`config.mk`:
```
export PLATFORM = sky130hd
export DESIGN_NAME = classifier_seq
export DESIGN_NICKNAME = d
export VERILOG_FILES = /design/src/rtl/classifier_seq_pkg.sv /design/src/rtl/classifier_seq_feat_buf.sv /design/src/rtl/classifier_seq.sv
export SDC_FILE = /design/constraint.sdc
export NUM_CORES = 1
export LEC_CHECK = 0
export BUFFER_PORTS_ARGS = -buffer_cell sky130_fd_sc_hd__buf_4
export CAP_MARGIN = 10
export CORE_ASPECT_RATIO = 0.9
export CORE_MARGIN = 4
export CORE_UTILIZATION = 51
export DETAILED_ROUTE_END_ITERATION = 6
export GPL_TIMING_DRIVEN = 0
export PLACE_DENSITY = 0.85
export SETUP_SLACK_MARGIN = 0.2
export SYNTH_ARGS = -nofsm -noshare
export SYNTH_HDL_FRONTEND = slang
export SYNTH_HIERARCHICAL = 1
export SYNTH_SLANG_ARGS = --single-unit
export TNS_END_PERCENT = 5
```
`constraint.sdc`:
```
create_clock -name clk -period 1.9 [get_ports clk]
set_input_delay 0.19 -clock clk [delete_from_list [all_inputs] [get_ports clk]]
set_output_delay 0.19 -clock clk [all_outputs]
set_load 0.1 [all_outputs]
```
`src/rtl/classifier_seq_pkg.sv`:
```
// Shared sizing, state encoding and helpers for the classifier sequencer and its MAC/argmax peer.
// Latency: n/a (declarations only).
// Backpressure: n/a.
package classifier_seq_pkg;

    localparam int N_FEAT     = 16;   // features per vector
    localparam int N_CLASS    = 8;    // number of classes
    localparam int CLASS_BITS = 3;    // class index width
    localparam int ACC_BITS   = 20;   // accumulator / score width
    localparam int DRAIN_CYC  = 2;    // MAC pipeline depth after the last pair
    localparam int WA_BITS    = $clog2(N_CLASS * N_FEAT);

    // A single-feature build still needs a 1-bit counter.
    localparam int FEAT_BITS  = (N_FEAT > 1) ? $clog2(N_FEAT) : 1;
    localparam int DRAIN_BITS = $clog2(DRAIN_CYC + 1) + 1;

    typedef enum logic [2:0] {
        ST_IDLE  = 3'd0,
        ST_LOAD  = 3'd1,
        ST_RUN   = 3'd2,
        ST_DRAIN = 3'd3,
        ST_DONE  = 3'd4
    } state_t;

    function automatic logic is_last_feat(input logic [FEAT_BITS-1:0] f);
        return f == FEAT_BITS'(N_FEAT - 1);
    endfunction

    function automatic logic is_last_class(input logic [CLASS_BITS-1:0] c);
        return c == CLASS_BITS'(N_CLASS - 1);
    endfunction

endpackage

```
`src/rtl/classifier_seq_feat_buf.sv`:
```
// Feature vector store: N_FEAT x int4 register file, one sync write port, one async read port.
// Latency: write visible the cycle after i_wr_en; read is combinational.
// Backpressure: none; caller guarantees addresses are in range.
//
// Ports:
//   clk, rst_n  clock, async active-low clear of every entry
//   i_wr_en     write strobe; i_wr_addr / i_wr_data select entry and value
//   i_rd_addr   read index; o_rd_data returns the stored int4
module classifier_seq_feat_buf
    import classifier_seq_pkg::*;
(
    input  logic                  clk,
    input  logic                  rst_n,
    input  logic                  i_wr_en,
    input  logic [FEAT_BITS-1:0]  i_wr_addr,
    input  logic signed [3:0]     i_wr_data,
    input  logic [FEAT_BITS-1:0]  i_rd_addr,
    output logic signed [3:0]     o_rd_data
);

    logic signed [3:0] r_mem [N_FEAT];

    always_ff @(posedge clk or negedge rst_n) begin
        if (!rst_n) begin
            for (int i = 0; i < N_FEAT; i++) begin
                r_mem[i] <= '0;
            end
        end else if (i_wr_en) begin
            r_mem[i_wr_addr] <= i_wr_data;
        end
    end

    assign o_rd_data = r_mem[i_rd_addr];

endmodule

```
`src/rtl/classifier_seq.sv`:
```
// Sequencer ahead of the int4 x int8 MAC/argmax: buffers one feature vector, walks the weight ROM, latches the winner.
// Latency: pair presented 1 cycle after its ROM address; done DRAIN_CYC+1 cycles after the last pair.
// Backpressure: feat_ready only in LOAD, stalls indefinitely waiting for beats; RUN never stalls.
//
// Ports:
//   clk, rst_n                     clock, async active-low reset (aborts any run, clears results)
//   start / busy                   launch from IDLE only / high outside IDLE
//   feat_valid/feat_ready/feat_data  int4 feature stream, N_FEAT beats per run
//   w_rd_en / w_addr / w_data      weight ROM port, data returns one cycle after the strobe
//   x_int4 / w_int8 / new_feat / new_class / class_id   aligned pair stream to the MAC
//   max_score_in / max_class_in    running argmax from the MAC stage
//   done / result_class / result_score  completion pulse and latched result
module classifier_seq
    import classifier_seq_pkg::*;
(
    input  logic                   clk,
    input  logic                   rst_n,
    input  logic                   start,
    output logic                   busy,
    input  logic                   feat_valid,
    output logic                   feat_ready,
    input  logic signed [3:0]      feat_data,
    output logic                   w_rd_en,
    output logic [WA_BITS-1:0]     w_addr,
    input  logic signed [7:0]      w_data,
    output logic signed [3:0]      x_int4,
    output logic signed [7:0]      w_int8,
    output logic                   new_feat,
    output logic                   new_class,
    output logic [CLASS_BITS-1:0]  class_id,
    input  logic [ACC_BITS-1:0]    max_score_in,
    input  logic [CLASS_BITS-1:0]  max_class_in,
    output logic                   done,
    output logic [CLASS_BITS-1:0]  result_class,
    output logic [ACC_BITS-1:0]    result_score
);

    state_t                 r_state;
    state_t                 w_state_nxt;

    logic [FEAT_BITS-1:0]   r_feat_cnt;     // write index in LOAD, read index in RUN
    logic [CLASS_BITS-1:0]  r_class_cnt;
    logic [WA_BITS-1:0]     r_addr;
    logic [DRAIN_BITS-1:0]  r_drain_cnt;

    logic                   r_new_feat;
    logic                   r_new_class;
    logic signed [3:0]      r_x;
    logic [CLASS_BITS-1:0]  r_class_id;
    logic [CLASS_BITS-1:0]  r_result_class;
    logic [ACC_BITS-1:0]    r_result_score;

    logic                   w_load_beat;
    logic                   w_feat_last;
    logic                   w_run_last;
    logic                   w_drain_end;
    logic                   w_run;
    logic signed [3:0]      w_buf_rd;

    assign w_run       = (r_state == ST_RUN);
    assign w_load_beat = feat_valid && (r_state == ST_LOAD);
    assign w_feat_last = is_last_feat(r_feat_cnt);
    assign w_run_last  = w_feat_last && is_last_class(r_class_cnt);
    assign w_drain_end = (r_drain_cnt == DRAIN_BITS'(DRAIN_CYC));

    classifier_seq_feat_buf u_feat_buf (
        .clk       (clk),
        .rst_n     (rst_n),
        .i_wr_en   (w_load_beat),
        .i_wr_addr (r_feat_cnt),
        .i_wr_data (feat_data),
        .i_rd_addr (r_feat_cnt),
        .o_rd_data (w_buf_rd)
    );

    // ---------------- FSM: state register ----------------
    always_ff @(posedge clk or negedge rst_n) begin
        if (!rst_n) begin
            r_state <= ST_IDLE;
        end else begin
            r_state <= w_state_nxt;
        end
    end

    // ---------------- FSM: next state ----------------
    always_comb begin
        w_state_nxt = r_state;
        case (r_state)
            ST_IDLE:  if (start)                     w_state_nxt = ST_LOAD;
            ST_LOAD:  if (w_load_beat && w_feat_last) w_state_nxt = ST_RUN;
            ST_RUN:   if (w_run_last)                w_state_nxt = ST_DRAIN;
            ST_DRAIN: if (w_drain_end)               w_state_nxt = ST_DONE;
            ST_DONE:                                 w_state_nxt = ST_IDLE;
            default:                                 w_state_nxt = ST_IDLE;
        endcase
    end

    // ---------------- FSM: outputs ----------------
    always_comb begin
        busy       = (r_state != ST_IDLE);
        feat_ready = (r_state == ST_LOAD);
        w_rd_en    = w_run;
        w_addr     = w_run ? r_addr : '0;
        done       = (r_state == ST_DONE);
    end

    // ---------------- Counters ----------------
    always_ff @(posedge clk or negedge rst_n) begin
        if (!rst_n) begin
            r_feat_cnt  <= '0;
            r_class_cnt <= '0;
            r_addr      <= '0;
            r_drain_cnt <= '0;
        end else begin
            case (r_state)
                ST_IDLE: begin
                    r_feat_cnt  <= '0;
                    r_class_cnt <= '0;
                    r_addr      <= '0;
                    r_drain_cnt <= '0;
                end
                ST_LOAD: begin
                    // Wraps to 0 on the last beat so RUN starts at feature 0.
                    if (w_load_beat) begin
                        r_feat_cnt <= w_feat_last ? '0 : r_feat_cnt + FEAT_BITS'(1);
                    end
                end
                ST_RUN: begin
                    r_addr <= r_addr + WA_BITS'(1);
                    if (w_feat_last) begin
                        r_feat_cnt  <= '0;
                        r_class_cnt <= r_class_cnt + CLASS_BITS'(1);
                    end else begin
                        r_feat_cnt  <= r_feat_cnt + FEAT_BITS'(1);
                    end
                end
                ST_DRAIN: r_drain_cnt <= r_drain_cnt + DRAIN_BITS'(1);
                default: ;
            endcase
        end
    end

    // ---------------- Pair pipeline ----------------
    // Registered one stage so x/flags line up with ROM data, which returns a cycle after the address.
    always_ff @(posedge clk or negedge rst_n) begin
        if (!rst_n) begin
            r_new_feat  <= 1'b0;
            r_new_class <= 1'b0;
            r_x         <= '0;
            r_class_id  <= '0;
        end else begin
            r_new_feat  <= w_run;
            r_new_class <= w_run && (r_feat_cnt == '0);
            r_x         <= w_run ? w_buf_rd : 4'sd0;
            if (w_run) begin
                r_class_id <= r_class_cnt;
            end
        end
    end

    assign x_int4    = r_x;
    assign new_feat  = r_new_feat;
    assign new_class = r_new_class;
    assign class_id  = r_class_id;
    assign w_int8    = r_new_feat ? w_data : 8'sd0;

    // ---------------- Result latch ----------------
    // Sampled on the edge into DONE (DRAIN_CYC cycles after the last pair) so result_* are
    // already updated while done is high.
    always_ff @(posedge clk or negedge rst_n) begin
        if (!rst_n) begin
            r_result_class <= '0;
            r_result_score <= '0;
        end else if ((r_state == ST_DRAIN) && w_drain_end) begin
            r_result_class <= max_class_in;
            r_result_score <= max_score_in;
        end
    end

    assign result_class = r_result_class;
    assign result_score = r_result_score;

endmodule
```
==> flow_summary.ini, run 1 <==
[outcome]
status = complete, but fails checks
violations = negative setup slack

[routing]
vias = 4300
via_per_inst = 6.19
routed_wl_um = 16900
drt_pass1_iterations = 5
postRouteAntennaNets = 0
drc_errors = 0
wl_per_cell_um = 24.3
drtIter0Drc = 338

[yosys]
seq_area_frac_synth_pct = 52.3
synth_area_per_cell_um2 = 13.4
syn_inst = 414
netlist_top_cells_area = dfrtp_1 (52%), mux2_2 (19%), mux4_1 (6.6%)
syn_area_mm2 = 0.00555
yosysWarnings = 6
synth_most_common_cell = dfrtp_1
ys_types = 51
synth_nets = 460
synth_flop_cell = dfrtp_1
synthArstFlopShare_pct = 100
ys_ff_latch = 116
synth_edf_count = 0
synth_area_leader_cell = dfrtp_1
synth.top_cells.by_count = dfrtp_1 (116), mux2_2 (95), and2_1 (19)
yosysTopAreaCellShare_pct = 52.3

[critical_path]
start_kind = register
cp.arrival_ps = 2260
path_max_fanout = 9
end_kind = register
critical_path_class = reg2reg
cp.required_ps = 2190

[finish]
layout.nets = 599
layout-drive-gt1-share_pct = 57.4
final_area_mm2 = 0.00782
areaGrowthSynthToFinish_pct = 40.9
final.fill_count = 577
antenna_cells = 0

[timing]
skew_ps = 9.70
finalCriticalPeriod_ps = 1970
finalMaxSlewViolations = 0
tns_ps = -1420
relSlewSlack_pct = 37.3
finalCritPeriodShare_pct = 104
setup_viol = 43
hold_viol = 0
fmax_mhz = 508
worstMarginPinSlew_ps = 941
rsz0062_at_grt = true
worst_slack_ps = -66.7

[grt]
overflow = 0
grt.total_usage_pct = 23.9
grt_pass1_vias = 4423
grt_pass1_wl_um = 23500
antenna_found_initial = 0
grt_max_degree = 75

[cts]
clock_sinks = 116
htreeDepth = 4
cts_made_buffers = 17
cts_tree = yes
worstSkewPairLatency_ps = 410
clk_pin_slew_ps = 60
root_buffer = clkbuf_16
cts_buffer_depth = 2

[min_path]
hold_path.class = in2reg

[floorplanning]
initial_utilization_pct = 53.2
fp-row-count = 35
die_area_mm2 = 0.0126
pin_count = 90
core_area_mm2 = 0.0104
die_y_um = 107
dieWidth_um = 118

[pwr]
cellPowerDensity_mw_per_mm2 = 1750
irDropWorstVdd_mv = 1.40
leakage_nw = 3.62

[placement]
dp_hpwl_um = 8770
dpl_cell_area_mm2 = 0.00647
io_buffers = 89
gp_congestion = 0.860

[run]
cap_violations = 0
==> where the power goes <==
part	switching, mW	internal, mW	total [mW]
Combinational	3.56	2.55	6.11
Clock	1.25	2.24	3.49
Sequential	0.727	3.38	4.11
==> registers in the layout, indices dropped and copies added, names as in the netlist <==
register	flops
r_class_cnt	3
new_feat	1
new_class	1
class_id	3
r_drain_cnt	3
r_state	3
r_feat_cnt	4
u_feat_buf/r_mem	64
result_score	20
x_int4	4
result_class	3
r_addr	7
==> critical path, cell delays in order, from the launching register on <==
cell	delay, ps
dfrtp_1	420
buf_6	160
nand2b_4	170
nor2_4	180
nand3b_1	180
or3_4	440
mux2_2	290
==> cells in the final DEF, fill, tap and decap left out, types with 4 or more instances in the layout <==
cell / count
a22o_1: 8
a22oi_2: 4
and2_2: 8
and2_4: 8
buf_12: 12
buf_4: 96
buf_6: 13
buf_8: 4
bufinv_16: 4
clkbuf_1: 6
clkbuf_16: 17
clkinvlp_4: 4
dfrtp_1: 111
dfrtp_2: 5
dlygate4sd3_1: 9
ha_1: 4
inv_1: 5
inv_6: 4
mux2_2: 72
mux2_4: 23
mux4_1: 7
mux4_2: 9
nand2_1: 15
nand2b_1: 6
nand3_1: 12
nand3b_1: 5
nor2_1: 7
nor2_4: 9
nor2b_1: 4
==> repair_timing <==
action                     4_1_cts  5_1_grt
pin swaps                        6       15
gates resized for setup         61       78
hold endpoints to repair        76        5
hold buffers                     4        5
buffers inserted                16        5
setup endpoints to repair      105      109
==> cell type report <==
class                      count  area (µm²)  share of cell area, %
multi-input combinational    269        2800                   35.7
clock buffer                  18         439                   5.62
tap                          129         161                   2.06
inverter                       7        26.3                  0.336
timing repair buffer         120        1090                   14.0
sequential                   116        2910                   37.2
buffer                        22         199                   2.54
clock inverter                14         199                   2.54
==> path summary, 6_finish.rpt <==
path | from | slack, ps | end | cells past startpoint
setup / recovery | r_state[1] | -70 | u_feat_buf/r_mem[46] | 6
hold / removal | max_score_in[2] | 8 | result_score[2] | 2
setup reg to reg | r_state[1] | -70 | u_feat_buf/r_mem[46] | 6
hold reg to reg | u_feat_buf/r_mem[22] | 500 | u_feat_buf/r_mem[22] | 1
max in group asynchronous | rst_n | 640 | r_feat_cnt[0] | 3
min in group asynchronous | rst_n | 480 | u_feat_buf/r_mem[32] | 2
==> kinds of logic (layout without fill, tap and decap cells) <==
kind of cell	after synthesis	after routing	share of synthesized area (%)
AO/OA/AOI/OAI	37	37	5.10
AND/OR/NAND/NOR	113	113	11.3
buffers and inverters	29	181	2.86
adder cells (fa/ha/maj)	7	7	1.58
flip-flops	116	116	52.3
multiplexers	112	112	26.9
==> routing by layer <==
metal | vias up | track usage (%) | wire, µm
met5 | - | 0 | 0
met1 | 2176 | 29.0 | 6330
li1 | 1808 | - | -
met2 | 261 | 41.0 | 8690
met4 | 0 | 9.21 | 576
met3 | 55 | 6.38 | 1290
==> metrics by stage <==
step | cells | hold WS, ps | power, mW | setup slack, ps | util (%)
after floorplan | 414 | -106 | 7.66 | 89.5 | -
after global placement | 632 | 423 | 8.64 | -325 | 61.9
after detailed placement | 633 | 391 | 8.87 | -331 | 62.1
after CTS | 685 | 1.63 | 12.8 | 8.97 | 71.8
after global routing | 695 | -3.68 | 14.2 | -132 | 75.0
final | 695 | 8.34 | 13.7 | -66.7 | 75.0
No activity file was read; power rests on OpenSTA's default activity.
==> run 2, diff against run 1 <==
--- a/config.mk
+++ b/config.mk
@@ -9,10 +9,11 @@
 export CAP_MARGIN = 10
 export CORE_ASPECT_RATIO = 0.9
 export CORE_MARGIN = 4
-export CORE_UTILIZATION = 51
+export CORE_UTILIZATION = 61
+export CTS_CLUSTER_SIZE = 30
 export DETAILED_ROUTE_END_ITERATION = 6
 export GPL_TIMING_DRIVEN = 0
-export PLACE_DENSITY = 0.85
+export PLACE_DENSITY = 0.94
 export SETUP_SLACK_MARGIN = 0.2
 export SYNTH_ARGS = -nofsm -noshare
 export SYNTH_HDL_FRONTEND = slang
==> constraint.sdc (replaced) <==
create_clock -name clk -period 2.5 [get_ports clk]
set_input_delay 0.25 -clock clk [delete_from_list [all_inputs] [get_ports clk]]
set_output_delay 0.25 -clock clk [all_outputs]
set_load 0.1 [all_outputs]
==> flow_summary.ini, run 2 (synthesis gave the netlist of run 1 again) <==
[timing]
whs_ps = 2.03
finalMaxSlewViolations = 0
worstMarginPinSlew_ps = 686
tns_ps = 0
hold_viol = 0
setup_viol = 0
fmax_mhz = 412
finalCritPeriodShare_pct = 97.1
worst_slack_ps = 71.9
finalCriticalPeriod_ps = 2430
relSlewSlack_pct = 53.1
rsz0062_at_grt = true
skew_ps = 10.8

[routing]
drc_errors = 0
routed_wl_um = 17900
postRouteAntennaNets = 0
wl_per_cell_um = 26.3
drtIter0Drc = 742
vias = 4530
via_per_inst = 6.65
drt_pass1_iterations = 5

[min_path]
whs_path_depth = 3
hold_path.class = in2reg

[floorplanning]
initial_utilization_pct = 63.6
core_area_mm2 = 0.00873
fp-row-count = 32
die_y_um = 98.5
die_area_mm2 = 0.0107
pin_count = 90
dieWidth_um = 109

[placement]
gp_congestion = 0.847
place_ws_ps = 169
dpl_cell_area_mm2 = 0.00640
dpl.cell_count = 623
dp_hpwl_um = 8810
io_buffers = 89

[grt]
antenna_found_initial = 0
overflow = 0
grt_pass1_vias = 4764
grt_max_degree = 70
grt.total_usage_pct = 33.2
grt_pass1_wl_um = 26500

[critical_path]
end_kind = output port
slowest_delay_ps = 480
worstSetupPathDepth = 5
crit_path_cell_trace = buf_2 > buf_2 > inv_1 > nor3_2 > buf_6
start_kind = register
worst-path-buf-inv = 4
path_max_fanout = 10
cp.required_ps = 2250
critical_path_class = reg2out
cp.arrival_ps = 2180
worstRegToRegCells = 5
crit_family = buffers and inverters
crit_top_cell = buf_2
cpMaxStageDelayCell = dfrtp_1

[pwr]
total_power_mw = 9.82
p_comb_share_pct = 41.2
p_clk_share_pct = 26.3
p_sw_mw = 4.12
sequentialPowerShare_pct = 32.5
irDropWorstVdd_mv = 1.12
intPower_mw = 5.71
switching_share_pct = 41.9
cellPowerDensity_mw_per_mm2 = 1340
leakage_nw = 3.48

[cts]
root_buffer = clkbuf_8
cts_made_buffers = 17
htreeDepth = 4
cts_tree = yes
clock_sinks = 116
worstSkewPairLatency_ps = 520
clk_pin_slew_ps = 60
cts_buffer_depth = 2

[finish]
layout_common_cells = dfrtp_1 (115), mux2_2 (95), buf_4 (88), dlygate4sd3_1 (23), and2_1 (19)
multiInputGateArea_mm2 = 0.00254
regMostFlops = u_feat_buf/r_mem
final_area_mm2 = 0.00734
mostFrequentLayoutCell = dfrtp_1
fin_cells = 681
final_util_pct = 84.1
layout-drive-gt1-share_pct = 45.0
largest_reg_flops = 64
antenna_cells = 0
seqCellArea_mm2 = 0.00290
layout.nets = 595
areaGrowthSynthToFinish_pct = 32.3
final.fill_count = 395

[run]
cap_violations = 0

[outcome]
status = completed
## run 2: layer usage
metal	wire (µm)	global-route usage, %	up-vias
met4	1360	17.1	0
met1	6090	39.0	2181
met2	8580	54.9	418
met5	0	0	-
li1	-	-	1797
met3	1890	10.2	134
## run 2: cell type report
type,instances,share of cell area [%]
plain buffers,22,1.84
clock buffers,17,5.64
clock inverters,15,2.79
inverters,7,0.358
multi-input cells,269,34.6
flip-flops and latches,116,39.6
well taps,119,2.03
repair buffers,116,13.2
## run 2: power groups by stage
stage	logic (mW)	clock network, mW	registers [mW]
2_1_floorplan	1.92	0	3.85
5_1_grt	4.18	2.67	3.23
6_report	4.04	2.59	3.19
4_1_cts	3.81	2.55	3.05
3_5_place_dp	3.66	0	3.04
3_3_place_gp	3.54	0	2.97
## run 2: worst paths after layout
| kind | start | end | slack [ps] |
|---|---|---|---|
| min in group asynchronous | rst_n | u_feat_buf/r_mem[49] | 290 |
| hold / removal | start | r_state[0] | 2 |
| setup reg to reg | r_feat_cnt[0] | x_int4[3] | 90 |
| hold reg to reg | u_feat_buf/r_mem[12] | u_feat_buf/r_mem[12] | 500 |
| max in group asynchronous | rst_n | r_feat_cnt[1] | 1450 |
| setup / recovery | r_state[2] | done | 70 |
## run 2: what timing repair did
item | 4_1_cts | 5_1_grt
endpoints found under the hold margin | 69 | 0
hold buffers | 23 | 0
resized for setup | 2 | 18
pin swaps | 1 | 1
setup endpoints to repair | 13 | 74
buffers inserted | 0 | 3
## run 2: worst min-delay path: cells and delay by family
family,cells,cell delay (ps)
and+or+nand+nor,1,50
AOI/OAI and AO/OA,1,70
buffers and inverters,1,110
==> run 3, diff against run 2 <==
--- a/config.mk
+++ b/config.mk
@@ -7,7 +7,7 @@
 export LEC_CHECK = 0
 export BUFFER_PORTS_ARGS = -buffer_cell sky130_fd_sc_hd__buf_4
 export CAP_MARGIN = 10
-export CORE_ASPECT_RATIO = 0.9
+export CORE_ASPECT_RATIO = 1.25
 export CORE_MARGIN = 4
 export CORE_UTILIZATION = 61
 export CTS_CLUSTER_SIZE = 30
@@ -15,6 +15,7 @@
 export GPL_TIMING_DRIVEN = 0
 export PLACE_DENSITY = 0.94
 export SETUP_SLACK_MARGIN = 0.2
+export SLEW_MARGIN = 10
 export SYNTH_ARGS = -nofsm -noshare
 export SYNTH_HDL_FRONTEND = slang
 export SYNTH_HIERARCHICAL = 1
==> flow_summary.ini, run 3 (synthesis gave the netlist of run 1 again) <==
[outcome]
status = completed

[cts]
root_buffer = clkbuf_8
clock_sinks = 116
cts_made_buffers = 17
worstSkewPairLatency_ps = 530
cts_buffer_depth = 2
clk_pin_slew_ps = 70
cts_tree = yes
htreeDepth = 4

[timing]
finalCritPeriodShare_pct = 98.1
rsz0062_at_grt = true
worstMarginPinSlew_ps = 1030
hold_viol = 0
whs_ps = 30.7
fmax_mhz = 408
tns_ps = 0
setup_viol = 0
finalMaxSlewViolations = 0
finalCriticalPeriod_ps = 2450
skew_ps = 16.1
relSlewSlack_pct = 31.4

[placement]
gp_congestion = 0.894
dp_hpwl_um = 9130
io_buffers = 89

[pwr]
cellPowerDensity_mw_per_mm2 = 1410
irDropWorstVdd_mv = 0.706
leakage_nw = 3.51

[finish]
layout-drive-gt1-share_pct = 46.3
areaGrowthSynthToFinish_pct = 33.3
largest_reg_flops = 64
antenna_cells = 0
layout.nets = 594
layout_common_cells = dfrtp_1 (113), mux2_2 (95), buf_4 (93), dlygate4sd3_1 (24), and2_1 (19)
mostFrequentLayoutCell = dfrtp_1
final.fill_count = 337
regMostFlops = u_feat_buf/r_mem

[routing]
routed_wl_um = 22000
drt_pass1_iterations = 7
vias = 4903
postRouteAntennaNets = 0
drc_errors = 0
drtIter0Drc = 823
via_per_inst = 7.20
wl_per_cell_um = 32.3

[min_path]
hold_path.class = in2reg
whs_path_depth = 2

[floorplanning]
core_area_mm2 = 0.00880
die_y_um = 115
die_area_mm2 = 0.0107
fp-row-count = 38
pin_count = 90
initial_utilization_pct = 63.1
dieWidth_um = 93.3

[critical_path]
start_kind = register
critical_path_class = reg2reg
end_kind = register
cp.arrival_ps = 2860
cp.required_ps = 2910
worstRegToRegCells = 6
reg2reg_slack_ps = 50
path_max_fanout = 14

[grt]
grt.total_usage_pct = 40.2
grt_max_degree = 117
antenna_found_initial = 1
grt_pass1_vias = 5063
grt_pass1_wl_um = 31300
overflow = 0

[run]
cap_violations = 0
-- run 3: cell types whose count changed in the layout (fill, tap and decap cells not counted), sizes merged --
cell / previous run / this run
inv: 10 / 7
clkbuf: 26 / 33
buf: 106 / 104
bufinv: 4 / 5
clkinvlp: 6 / 1
dlygate4sd3: 23 / 24
-- run 3: per-stage QoR --
| step | area (µm²) | std cells | util (%) | power [mW] | worst slack (ps) |
|---|---|---|---|---|---|
| global route | 7400 | 681 | 84.1 | 10.6 | 16.6 |
| global placement | 6370 | 623 | 72.4 | 6.50 | 203 |
| finish | 7400 | 681 | 84.1 | 10.4 | 46.7 |
| detailed placement | 6380 | 623 | 72.5 | 6.72 | 112 |
| floorplan | 5550 | 414 | - | 5.77 | 43.3 |
| CTS | 7310 | 680 | 83.1 | 9.67 | 114 |
-- run 3: what timing repair did --
| item | 4_1_cts | 5_1_grt |
|---|---|---|
| hold buffers | 24 | 0 |
| hold endpoints to repair | 139 | 0 |
| gates resized for setup | 3 | 30 |
| pin swaps | 1 | 0 |
| buffers inserted | 1 | 1 |
| setup endpoints to repair | 54 | 79 |
-- run 3: worst max-delay path: stages, from the launching register on --
cell	delay (ps)
dfrtp_2	540
clkbuf_2	280
buf_2	340
mux4_2	390
a22oi_1	440
nand3_1	160
and2_1	180
-- run 3: cell type report --
| cell class | count | area, µm² | share of cell area [%] |
|---|---|---|---|
| repair buffers | 115 | 940 | 12.7 |
| multi-input cells | 269 | 2560 | 34.7 |
| plain buffers | 22 | 143 | 1.93 |
| well taps | 120 | 150 | 2.03 |
| clock buffers | 24 | 500 | 6.77 |
| inverters | 7 | 26.3 | 0.355 |
| flip-flops and latches | 116 | 2910 | 39.3 |
| clock inverters | 8 | 168 | 2.27 |
-- run 3: where the power goes --
| part | switching (mW) | internal (mW) |
|---|---|---|
| combinational | 2.77 | 1.53 |
| clock | 0.951 | 1.88 |
| sequential | 0.702 | 2.57 |
-- run 3: final timing paths --
path,startpoint,end
max in group asynchronous,rst_n,r_state[2]
min reg2reg,u_feat_buf/r_mem[52],u_feat_buf/r_mem[52]
max reg2reg,r_feat_cnt[1],x_int4[0]
min,feat_data[3],u_feat_buf/r_mem[23]
min in group asynchronous,rst_n,r_class_cnt[0]
max,r_feat_cnt[1],x_int4[0]
-- run 3: layer usage --
layer  up-vias  wire length (µm)  GRT usage [%]
met2       543              9970           63.1
met4         2              2020           28.3
met3       193              2810           15.3
li1       1788                 -              -
met5         -                13              0
met1      2377              7200           44.8
